[src/rtl/uart_byte_receiver.sv]
// 8N1 UART receiver (LSB first) with a two-flop rx synchroniser and mid-bit sampling.
// Each good byte is presented on output_byte with a fixed-width accumulate strobe.
module uart_byte_receiver #(
   parameter int CLKS_PER_BIT  = 434,
   parameter int STROBE_CYCLES = 4
) (
   input  logic       clk,
   input  logic       reset,
   input  logic       rx,
   output logic [7:0] output_byte,
   output logic       accumulate,
   output logic       framing_error,
   output logic       busy
);

   localparam int CNT_W = $clog2(CLKS_PER_BIT);
   localparam int STB_W = $clog2(STROBE_CYCLES + 1);
   localparam logic [CNT_W-1:0] BIT_LAST  = CNT_W'(CLKS_PER_BIT - 1);
   localparam logic [CNT_W-1:0] HALF_LAST = CNT_W'(CLKS_PER_BIT / 2 - 1);
   localparam logic [STB_W-1:0] STB_LOAD  = STB_W'(STROBE_CYCLES);

   typedef enum logic [2:0] {
      WAIT_IDLE,
      IDLE,
      START,
      DATA,
      STOP
   } state_t;

   state_t           state, next_state;
   logic             rx_meta, rx_s;
   logic [CNT_W-1:0] bit_cnt;
   logic [2:0]       bit_idx;
   logic [7:0]       shreg;
   logic [STB_W-1:0] strobe_cnt;

   logic cnt_clr, idx_clr, idx_inc, shift_en, load_byte, stop_err;

   // Synchroniser flops reset to the idle line level so reset never looks like a start bit.
   always_ff @(posedge clk or posedge reset) begin
      if (reset) begin
         rx_meta <= 1'b1;
         rx_s    <= 1'b1;
      end else begin
         // NOTE: non-blocking assignments let every flop sample the pre-edge value,
         // which is what makes this a two-stage chain rather than a single wire.
         rx_meta <= rx;
         rx_s    <= rx_meta;
      end
   end

   always_comb begin
      // NOTE: every output of this block gets a default first, so no path can
      // leave a signal unassigned and infer a latch.
      next_state = state;
      cnt_clr    = 1'b0;
      idx_clr    = 1'b0;
      idx_inc    = 1'b0;
      shift_en   = 1'b0;
      load_byte  = 1'b0;
      stop_err   = 1'b0;
      case (state)
         WAIT_IDLE: begin
            if (!rx_s)
               cnt_clr = 1'b1;
            else if (bit_cnt == BIT_LAST)
               next_state = IDLE;
         end
         IDLE: begin
            if (!rx_s)
               next_state = START;
         end
         START: begin
            if (bit_cnt == HALF_LAST) begin
               // A start bit that is high again at mid-bit was only a glitch.
               next_state = rx_s ? IDLE : DATA;
               idx_clr    = 1'b1;
            end
         end
         DATA: begin
            if (bit_cnt == BIT_LAST) begin
               shift_en = 1'b1;
               cnt_clr  = 1'b1;
               if (bit_idx == 3'd7)
                  next_state = STOP;
               else
                  idx_inc = 1'b1;
            end
         end
         STOP: begin
            if (bit_cnt == BIT_LAST) begin
               if (rx_s) begin
                  load_byte  = 1'b1;
                  next_state = IDLE;
               end else begin
                  stop_err   = 1'b1;
                  next_state = WAIT_IDLE;
               end
            end
         end
         default: next_state = WAIT_IDLE;
      endcase
      if (next_state != state)
         cnt_clr = 1'b1;
   end

   always_ff @(posedge clk or posedge reset) begin
      if (reset) begin
         state         <= WAIT_IDLE;
         busy          <= 1'b0;
         bit_cnt       <= '0;
         bit_idx       <= '0;
         output_byte   <= '0;
         strobe_cnt    <= '0;
         framing_error <= 1'b0;
      end else begin
         state         <= next_state;
         busy          <= (next_state == START) || (next_state == DATA) || (next_state == STOP);
         bit_cnt       <= cnt_clr ? '0 : bit_cnt + CNT_W'(1);
         framing_error <= stop_err;
         if (idx_clr)
            bit_idx <= '0;
         else if (idx_inc)
            bit_idx <= bit_idx + 3'd1;
         if (load_byte)
            output_byte <= shreg;
         if (load_byte)
            strobe_cnt <= STB_LOAD;
         else if (strobe_cnt != '0)
            strobe_cnt <= strobe_cnt - STB_W'(1);
      end
   end

   // NOTE: the shift register is pure datapath; every bit is rewritten before it is
   // used, so it carries no reset.
   always_ff @(posedge clk) begin
      if (shift_en)
         shreg[bit_idx] <= rx_s;
   end

   assign accumulate = (strobe_cnt != '0);

endmodule

[config.mk]
export PLATFORM = sky130hd
export DESIGN_NAME = uart_byte_receiver
export DESIGN_NICKNAME = d
export VERILOG_FILES = /design/src/rtl/uart_byte_receiver.sv
export SDC_FILE = /design/constraint.sdc
export NUM_CORES = 1
export LEC_CHECK = 0
export ABC_AREA = 1
export BUFFER_PORTS_ARGS = -buffer_cell sky130_fd_sc_hd__buf_2
export CORE_UTILIZATION = 41
export DETAILED_ROUTE_END_ITERATION = 7
export GPL_TIMING_DRIVEN = 0
export HOLD_SLACK_MARGIN = 0.02
export PLACE_DENSITY = 0.54
export SYNTH_ARGS = -nofsm -noshare
export SYNTH_HDL_FRONTEND = slang
export SYNTH_SLANG_ARGS = --single-unit
export TNS_END_PERCENT = 5
[constraint.sdc]
create_clock -name clk -period 2.15 [get_ports clk]
set_input_delay 0.215 -clock clk [delete_from_list [all_inputs] [get_ports clk]]
set_output_delay 0.215 -clock clk [all_outputs]
set_load 0.02 [all_outputs]
# Yosys cells after proc, flatten, opt, wreduce, memory -nomap -nowiden
# Index checks and enable logic that the tools add are counted.
[word_totals]
register_bits = 38
word_cells = 66
[op_classes]
n_addsub = 3
magnitude_cmp = 2
eq_ne = 11
muxes = 33
n_reduce_logical = 7
[ops]
columns = ["operator", "n"]
rows = [
  ["$mux W3", 11],
  ["$mux W1", 16],
  ["$pmux W3 S5", 1],
  ["$eq A3 B2 Y1 const B", 4],
  ["$add A9 B1 Y9 const B", 1],
  ["$eq A3 B3 Y1 const B", 3],
  ["$eq A9 B8 Y1 const B", 1],
  ["$eq A9 B9 Y1 const B", 1],
  ["$mux W9", 1],
  ["$bwmux W8", 1],
  ["$lt A3 B4 Y1 const B", 1],
  ["$reduce_bool A2 Y1", 2],
  ["$add A3 B1 Y3 const B", 1],
  ["$demux W1 S3", 1],
  ["$eq A3 B1 Y1 const B", 1],
  ["$ge A3 B1 Y1 const B", 1],
  ["$logic_not A3 Y1", 1],
  ["$ne A3 B3 Y1", 1],
  ["$reduce_bool A3 Y1", 1],
  ["$sub A3 B1 Y3 const B", 1],
  ["$logic_or A1 B1 Y1", 2],
  ["$mux W2", 1],
  ["$pmux W1 S2", 1],
  ["$logic_and A1 B1 Y1", 1],
]

# Logic depth before layout (Yosys ltp)
# Gate-level depths: netlist of the first run.
[logic_depth]
ltp_word = 7
depth_mapped = 13

# Worst setup path after synthesis of the first run
# No wires, ideal clock.
[synth_path]
kind = "reg2reg"
from = "reg bit_cnt[1]"
to = "reg shreg[0] (enable)"
setup_ps = 312
arrival_time_ps = 1342
required_ps = 1838
slack_ps = 496
path_stages_with_launch = 9
period_less_slack_ps = 1654
cell_sequence = "dfrtp_1 > inv_1 > ha_1 > nand2_1 > nor2_2 > nand2_2 > nor2_1 > nand2_1 > nor3_1"
[synth_between]
elab_chain_len = 3
[synth_rtl]
columns = ["element", "line", "source"]
rows = [
  ["start: declaration", "32", "logic [CNT_W-1:0] bit_cnt;"],
  ["start signal: assignment", "119", "bit_cnt <= cnt_clr ? '0 : bit_cnt + CNT_W'(1);"],
  ["$eq A9 B9 Y1", "81", "if (bit_cnt == BIT_LAST) begin"],
  ["$mux W1", "81", ""],
  ["$mux W1", "62", "case (state)"],
  ["end signal: indexed assignment", "138", "shreg[bit_idx] <= rx_s;"],
  ["end: declaration", "34", "logic [7:0] shreg;"],
]
# Every way passes these cells.
# A chain may end at the register's enable or synchronous reset.

# Worst setup path in the final report of the first run
[layout_path]
from = "reg bit_cnt[1]"
to = "reg shreg[2] (enable)"
# The elaborated chain is that of the path after synthesis.

==> flow_summary_export.csv, run 1 <==
group,metric,value,unit
floorplanning,die_h,69.6,um
route,drc,0,
floorplanning,rows,24,
job,drv_cap,0,
clock_tree,clk_pin_slew,80,ps
timing,final_hold_viol_count,0,
clock_tree,clockRootBuffer,"clkbuf_8",
timing,clock.fmax,544,MHz
floorplanning,core-area,4380,um2
setup_path,r2r-end,"shreg[2]",
logic_synthesis,synth-simple-area-share,0.300,
setup_path,timing.rr.start,"bit_cnt[1]",
cells_and_area,syn_to_final_growth,14.9,%
pwr,switching_power,0.289,mW
clock_tree,clock_sinks,38,
setup_path,crit_fanout,6,
logic_synthesis,synth_most_common_cell,"nand2_1",
timing,rsz0062_at_grt,"false",
route,wl_per_cell,11.2,um
global_routing,antenna_found_initial,0,
logic_synthesis,synthArstFlopShare,0.789,
hold_path,hp-class,"in -> async",
floorplanning,die_x,69.6,um
clock_tree,clk-insertion-delay-late,290,ps
setup_path,required,2140,ps
pwr,p_int,1.22,mW
setup_path,path_class,"reg -> reg",
route,vias,1334,
clock_tree,cts_buffers,5,
setup_path,regToRegSetupSlack,310,ps
placed_design,port_buffers,13,
global_routing,grt_usage,0.158,
setup_path,crit_start,"bit_cnt[1]",
logic_synthesis,synth_compound_area_frac,0.0254,
logic_synthesis,synth_top_cell_area_share,0.374,
cells_and_area,drive_gt1_frac,0.187,
clock_tree,cts_tree,"yes",
logic_synthesis,yosys.area.top_type,"dfrtp_1",
timing,setup-tns-final,0,ps
placed_design,gp_congestion,0.807,
pwr,combPwrFrac,0.026,
timing,relSlewSlack,0.262,
global_routing,grt_pass1_wl,5980,um
logic_synthesis,synthFlopType,"dfrtp_1",
setup_path,setup.worst_path.end,"shreg[2]",
floorplanning,start_util,0.428,
logic_synthesis,synth_top_family_by_area,"simple AND/OR/NAND/NOR gates",
cells_and_area,n_antenna_cell,0,
cells_and_area,seq_area,993,um2
clock_tree,cts_htree_levels,2,
route,dr.first_iter.drc_count,64,
setup_path,arrival,1830,ps
pwr,swShare,0.192,
cells_and_area,num-fill-cells,428,
logic_synthesis,synth_fp_nets,223,
outcome,status,"complete, no violations",
timing,skew,6.27,ps
logic_synthesis,synth_xor_area_frac,0.0420,
global_routing,grt_overflow_total,0,
logic_synthesis,synth-seq-area-share,0.530,
logic_synthesis,synth_mux_area_frac,0,
logic_synthesis,synthAdderAreaFrac,0.0467,
timing,slew_viol_final,0,
timing,finalSetupViolations,0,
cells_and_area,multiInputGateArea,778,um2
setup_path,r2r_cells,8,
timing,fin_crit_sh,0.855,
logic_synthesis,synth_edf_count,8,
pwr,peakVddDrop,409,uV
route,antenna_left,0,
global_routing,grt_pass1_vias,1319,
pwr,p_leak,1.02,nW
logic_synthesis,yosys_warnings,0,
timing,worstMarginPinSlew,1110,ps
clock_tree,clockBufferDepth,2,
timing,fin_hold_ws,196,ps
pwr,p_clk_frac,0.476,
cells_and_area,nets,244,
placed_design,dpl.hpwl,2380,um
logic_synthesis,postSynthAreaPerCell,8.81,um2
route,drt-vias-per-instance,4.65,
setup_path,crit_path_end_kind,"flip-flop",
route,wl,3220,um
logic_synthesis,yosysUniqueCellTypes,28,
logic_synthesis,synthTopCellsByCount,"nand2_1 (53), nor2_1 (29), dfrtp_1 (28)",
floorplanning,dieArea,4850,um2
pwr,power_density,701,nW/um2
route,first_pass_iters,4,
clock_tree,cts_setup_buffers,0,
floorplanning,io_pins,14,
logic_synthesis,synth_area_leaders,"dfrtp_1 (37%), edfxtp_1 (13%), nand2_1 (11%)",
logic_synthesis,postSynthCellCount,213,
global_routing,grt_start_max_net_pins,31,
setup_path,crit_path_start_kind,"flip-flop",
timing,post-route-min-period,1840,ps
pwr,seqPwrFrac,0.498,
logic_synthesis,synth_seq_cells,38,
logic_synthesis,syn_area,1880,um2
==> cell usage in the layout, fill, tap and decap left out <==
cell | netlist | routed
a21oi_1 | 3 | 3
nor2_2 | 4 | 5
buf_2 | 1 | 14
ha_1 | 7 | 7
o21ai_0 | 2 | 2
inv_2 | 4 | 4
inv_1 | 20 | 20
nor3_1 | 13 | 13
nand2_2 | 5 | 5
o21bai_1 | 1 | 1
nor4_1 | 2 | 2
bufinv_16 | 0 | 2
nor3_2 | 1 | 1
dlygate4sd3_1 | 0 | 1
edfxtp_1 | 8 | 8
clkinv_4 | 0 | 1
o21a_1 | 1 | 1
nand3_4 | 1 | 1
xnor2_1 | 1 | 1
nand3_2 | 2 | 2
dfstp_2 | 2 | 2
clkbuf_8 | 0 | 5
xor2_1 | 8 | 8
o31ai_1 | 1 | 1
clkinv_1 | 1 | 1
dfrtp_1 | 28 | 28
nand3_1 | 12 | 12
buf_4 | 1 | 1
nand4_1 | 1 | 1
or2_2 | 1 | 1
nand2_1 | 53 | 53
nor2_1 | 29 | 28
==> power by group through the flow <==
| stage | combinational [mW] | clock, mW | sequential (mW) |
|---|---|---|---|
| after floorplan | 0.0301 | 0 | 0.764 |
| after global placement | 0.0394 | 0 | 0.767 |
| after CTS | 0.0415 | 0.742 | 0.752 |
| after global routing | 0.0464 | 0.769 | 0.754 |
| final | 0.0391 | 0.719 | 0.752 |
| after detailed placement | 0.0400 | 0 | 0.767 |
==> critical path: stages, from the launching register on <==
cell	delay, ps
dfrtp_1	400
inv_1	80
ha_1	190
nand2_1	90
nor2_2	150
nand2_2	120
nor2_2	180
nand2_1	130
nor3_1	190
==> how the worst min path moves through the flow <==
stage           from  slack [ps]             end
6_report       reset         200   strobe_cnt[2]
3_5_place_dp      rx         320         rx_meta
3_3_place_gp      rx         320         rx_meta
2_1_floorplan     rx         220         rx_meta
4_1_cts        reset         260   strobe_cnt[2]
5_1_grt        reset         330  output_byte[3]
==> registers in the layout (all words and copies together) (netlist names) <==
name and cells:
bit_cnt 9, output_byte 8, shreg 8, bit_idx 3, state 3, strobe_cnt 3, busy 1, framing_error 1
rx_meta 1, rx_s 1
==> routing by layer <==
metal / wire length, um / up-vias / track usage
met5: 0 / - / 0
met2: 1480 / 20 / 0.248
met1: 1580 / 593 / 0.209
met4: 50 / 0 / 0.0733
met3: 109 / 5 / 0.0334
li1: - / 716 / -
==> through the flow <==
stage | area, um2 | power (mW) | util | std cells | setup slack (ps)
global placement | 2010 | 0.806 | 0.457 | 278 | 227
floorplan | 1880 | 0.794 | - | 213 | 496
global route | 2160 | 1.57 | 0.492 | 287 | 104
detailed placement | 2010 | 0.807 | 0.457 | 278 | 223
CTS | 2150 | 1.54 | 0.491 | 287 | 204
finish | 2160 | 1.51 | 0.492 | 287 | 311
==> cell type report <==
cell class	count	area share
clock inverters	3	0.0319
clock buffers	5	0.0319
flip-flops and latches	38	0.461
inverters	25	0.0435
multi-input cells	148	0.361
repair buffers	14	0.0348
well taps	52	0.0302
plain buffers	2	0.00580
==> logic make-up (layout without fill, tap and decap cells) <==
family / after synthesis / after routing
adder cells (fa/ha/maj): 7 / 7
AND/OR/NAND/NOR: 124 / 124
buffers and inverters: 27 / 49
XOR/XNOR: 9 / 9
flip-flops: 38 / 38
AO/OA/AOI/OAI: 8 / 8
==> timing repair <==
action | in CTS | in global routing
hold endpoints to repair | 1 | 0
resized for setup | 0 | 1
hold buffers | 1 | 0
setup endpoints to repair | 0 | 1
No activity file was read; power rests on OpenSTA's default activity.
==> inputs of run 2 (changes only) <==
GPL_TIMING_DRIVEN = default   (was 0)
PLACE_DENSITY = default   (was 0.54)
==> flow_summary_export.csv, run 2 (synthesis results as in run 1) <==
group,metric,value,unit
clock_tree,ctsHoldBuffers,2,
pwr,peakVddDrop,292,uV
route,drc,0,
cells_and_area,top_register,"bit_cnt",
timing,clock.fmax,550,MHz
route,wl,3300,um
clock_tree,clk_pin_slew,70,ps
hold_path,hp-class,"reg -> reg",
setup_path,cp_cell_sequence,"inv_1 > ha_1 > nand2_1 > nor2_2 > nand2_2 > nor2_1 > nand2_1 > nor3_1",
setup_path,cpMaxStageDelayCell,"dfrtp_1",
pwr,p_leak,1.01,nW
timing,relSlewSlack,0.756,
clock_tree,clk-insertion-delay-late,290,ps
cells_and_area,num-fill-cells,428,
floorplanning,dieArea,4850,um2
global_routing,grt_pass1_wl,6070,um
cells_and_area,top_regs,"bit_cnt (9), output_byte (8), shreg (8)",
global_routing,grt_usage,0.156,
setup_path,cp_slowest_stage_delay,400,ps
clock_tree,clockBufferDepth,2,
clock_tree,cts_buffers,5,
cells_and_area,seq_area,993,um2
route,vias,1383,
route,antenna_left,0,
cells_and_area,final_common_cell,"nand2_1",
floorplanning,core-area,4380,um2
timing,fin_crit_sh,0.845,
placed_design,dp_cells,278,
cells_and_area,final_cell_mix,"nand2_1 (53), nor2_1 (29), dfrtp_1 (28), inv_1 (20)",
clock_tree,clockRootBuffer,"clkbuf_8",
timing,final_hold_viol_count,0,
clock_tree,cts_tree,"yes",
floorplanning,rows,24,
global_routing,grt_pass1_vias,1374,
setup_path,critPathMostFrequentCell,"nand2_1",
route,wl_per_cell,11.5,um
cells_and_area,final_cell_count_no_fill,288,
global_routing,antenna_found_initial,0,
setup_path,arrival,1800,ps
route,dr.first_iter.drc_count,61,
setup_path,path_class,"reg -> reg",
job,drv_cap,0,
setup_path,crit_path_start_kind,"flip-flop",
timing,finalSetupViolations,0,
cells_and_area,n_antenna_cell,0,
floorplanning,die_h,69.6,um
floorplanning,start_util,0.428,
pwr,finalPower,1.42,mW
floorplanning,io_pins,14,
timing,post-route-min-period,1820,ps
placed_design,dpl.hpwl,2390,um
cells_and_area,syn_to_final_growth,14.3,%
floorplanning,die_x,69.6,um
clock_tree,clock_sinks,38,
timing,fin_hold_ws,356,ps
route,drt-vias-per-instance,4.80,
timing,setup-tns-final,0,ps
cells_and_area,nets,245,
clock_tree,ctsResizeCount,0,
clock_tree,cts_htree_levels,2,
clock_tree,cts_setup_buffers,0,
cells_and_area,largest_reg_flops,9,
setup_path,required,2130,ps
placed_design,port_buffers,13,
timing,skew,3.55,ps
timing,worstMarginPinSlew,363,ps
route,first_pass_iters,4,
outcome,status,"complete, no violations",
global_routing,grt_start_max_net_pins,31,
cells_and_area,drive_gt1_frac,0.178,
cells_and_area,multiInputGateArea,776,um2
pwr,power_density,661,nW/um2
timing,slew_viol_final,0,
timing,rsz0062_at_grt,"false",
placed_design,gp_congestion,0.858,
global_routing,grt_overflow_total,0,
setup_path,crit_path_end_kind,"flip-flop",
setup_path,crit_fanout,6,
==> run 2: cell types whose count changed in the layout (fill, tap and decap cells not counted), sizes merged <==
cell         delta
bufinv          -1
clkbuf          +2
dlygate4sd3     +1
clkinv          -1
==> run 2: stage by stage <==
step	cell area, um2	worst slack, ps	util
after floorplan	1880	496	-
after detailed placement	2010	319	0.458
after CTS	2140	311	0.489
after global routing	2140	106	0.489
final	2140	333	0.489
after global placement	2010	380	0.458
==> run 2: area by class of cell <==
type / instances / share of cell area
Inverter: 25 / 0.0438
Timing Repair Buffer: 17 / 0.0467
Sequential cell: 38 / 0.463
Tap cell: 52 / 0.0303
Clock inverter: 1 / 0.0140
Multi-Input combinational cell: 148 / 0.362
Clock buffer: 7 / 0.0403
==> run 2: report_power, final <==
group | switching, mW | total, mW | internal (mW)
Sequential | 0.00961 | 0.753 | 0.743
Combinational | 0.0256 | 0.0413 | 0.0158
Clock | 0.245 | 0.623 | 0.378
==> run 2: worst paths after layout <==
check	start	slack (ps)	depth (start not counted)	end
max	bit_cnt[1]	330	8	shreg[1]
min	rx_meta	360	0	rx_s
max reg2reg	bit_cnt[1]	330	8	shreg[1]
min reg2reg	rx_meta	360	0	rx_s
max in group asynchronous	reset	1300	4	rx_meta
min in group asynchronous	reset	530	4	strobe_cnt[1]
==> run 2: routing by layer <==
| layer | global-route usage | vias up | wire length, um |
|---|---|---|---|
| li1 | - | 720 | - |
| met1 | 0.209 | 637 | 1700 |
| met2 | 0.251 | 20 | 1460 |
| met3 | 0.0349 | 6 | 93 |
| met4 | 0.0533 | 0 | 46 |
| met5 | 0 | - | 0 |
==> run 2: worst max-delay path, delay by kind of cell, from the launching register on <==
family / cells / cell delay [ps]
buf+inv: 1 / 80
flops: 1 / 400
simple gates: 6 / 870
fa+ha+maj: 1 / 180
==> inputs of run 3 (changes only) <==
clock period = 1.85 ns   (was 2.15 ns; I/O delays follow)
==> flow_summary_export.csv, run 3 (synthesis results as in run 1) <==
group,metric,value,unit
outcome,status,"complete, no violations",
timing,setup-tns-final,0,ps
clock_tree,clockBufferDepth,2,
pwr,peakVddDrop,476,uV
job,drv_cap,0,
global_routing,grt_overflow_total,0,
cells_and_area,design_area,2230,um2
cells_and_area,top_register,"bit_cnt",
setup_path,crit_path_start_kind,"flip-flop",
clock_tree,clk_pin_slew,80,ps
setup_path,arrival,1910,ps
timing,relSlewSlack,0.748,
floorplanning,die_x,69.6,um
floorplanning,dieArea,4850,um2
setup_path,path_class,"reg -> reg",
cells_and_area,largest_reg_flops,9,
placed_design,place_ws,35.2,ps
cells_and_area,final_common_cell,"nand2_1",
route,wl_per_cell,11.2,um
route,dr.first_iter.drc_count,41,
global_routing,use_met2,0.238,
setup_path,crit_path_end_kind,"flip-flop",
clock_tree,cts_htree_levels,2,
route,drt-vias-per-instance,4.72,
timing,skew,11.1,ps
floorplanning,core-area,4380,um2
timing,worst_slack,121,ps
timing,final_hold_viol_count,0,
pwr,power_density,735,nW/um2
cells_and_area,drive_gt1_frac,0.249,
timing,fin_crit_sh,0.935,
cells_and_area,top_regs,"bit_cnt (9), output_byte (8), shreg (8)",
cells_and_area,syn_to_final_growth,18.8,%
timing,slew_viol_final,0,
clock_tree,cts_tree,"yes",
cells_and_area,n_antenna_cell,0,
hold_path,hp-class,"reg -> reg",
floorplanning,rows,24,
global_routing,grt_start_max_net_pins,31,
placed_design,dpl.hpwl,2350,um
route,drc,0,
clock_tree,clk-insertion-delay-late,290,ps
timing,clock.fmax,578,MHz
placed_design,port_buffers,13,
clock_tree,cts_setup_buffers,0,
cells_and_area,final_cell_mix,"nand2_1 (51), nor2_1 (27), dfrtp_1 (27), inv_1 (20), buf_2 (13)",
global_routing,antenna_found_initial,0,
cells_and_area,nets,250,
setup_path,crit_fanout,9,
clock_tree,clockRootBuffer,"clkbuf_8",
placed_design,gp_congestion,0.837,
global_routing,grt_pass1_wl,6070,um
setup_path,required,2030,ps
route,vias,1382,
global_routing,globalRoute.busiestLayer,"met2",
global_routing,grt_pass1_vias,1341,
timing,worstMarginPinSlew,378,ps
floorplanning,start_util,0.428,
route,wl,3280,um
global_routing,grt_usage,0.159,
pwr,finalPower,1.64,mW
timing,post-route-min-period,1730,ps
route,first_pass_iters,4,
global_routing,grt_util_met3,0.0480,
placed_design,place_area,2050,um2
floorplanning,io_pins,14,
pwr,p_leak,1.03,nW
route,antenna_left,0,
floorplanning,die_h,69.6,um
cells_and_area,num-fill-cells,416,
clock_tree,cts_buffers,5,
global_routing,met1_usage,0.215,
cells_and_area,fin_util,0.508,
timing,finalSetupViolations,0,
clock_tree,clock_sinks,38,
setup_path,regToRegSetupSlack,120,ps
[run 3: through the flow]
step	std cells	hold slack (ps)
floorplan	213	189
global placement	283	281
detailed placement	283	287
CTS	293	359
global route	293	367
finish	293	358
[run 3: worst max-delay path, cell delays in order, from the launching register on]
cell and delay [ps]:
dfrtp_1 400, inv_1 80, ha_2 180, nand2_1 80, nor2_2 160, nand2_2 90, buf_4 160, a21oi_1 150
nor3_2 80, nand3_4 160, nor2_1 60
[run 3: repair_timing]
item	4_1_cts	5_1_grt
setup endpoints to repair	1	17
hold buffers	2	0
resized for setup	1	12
endpoints found under the hold margin	29	0
[run 3: report_power, final]
group	switching [mW]	total [mW]	internal, mW
clock	0.308	0.709	0.401
combinational	0.0346	0.0567	0.0221
sequential	0.00784	0.871	0.864
total	0.351	1.64	1.29
[run 3: path summary, 6_finish.rpt]
kind,startpoint,to,cells after the start
min reg2reg,rx_meta,rx_s,0
max,bit_cnt[1],bit_cnt[7],10
max reg2reg,bit_cnt[1],bit_cnt[7],10
min,rx_meta,rx_s,0
min in group asynchronous,reset,bit_cnt[4],4
max in group asynchronous,reset,rx_meta,4
[run 3: cell type report]
class                   instances  area (um2)  area share
clock buffers                   5        68.8      0.0309
clock inverters                 3        45.0      0.0202
inverters                      25        93.8      0.0421
multi-input cells             148         823       0.369
flip-flops and latches         38         995       0.446
well taps                      52        65.1      0.0292
repair buffers                 22         138      0.0618
[run 3: layer usage]
| metal | up-vias | share of wire |
|---|---|---|
| met5 | - | 0 |
| met4 | 0 | 0.018 |
| met3 | 7 | 0.038 |
| met2 | 25 | 0.45 |
| met1 | 619 | 0.50 |
| li1 | 731 | - |
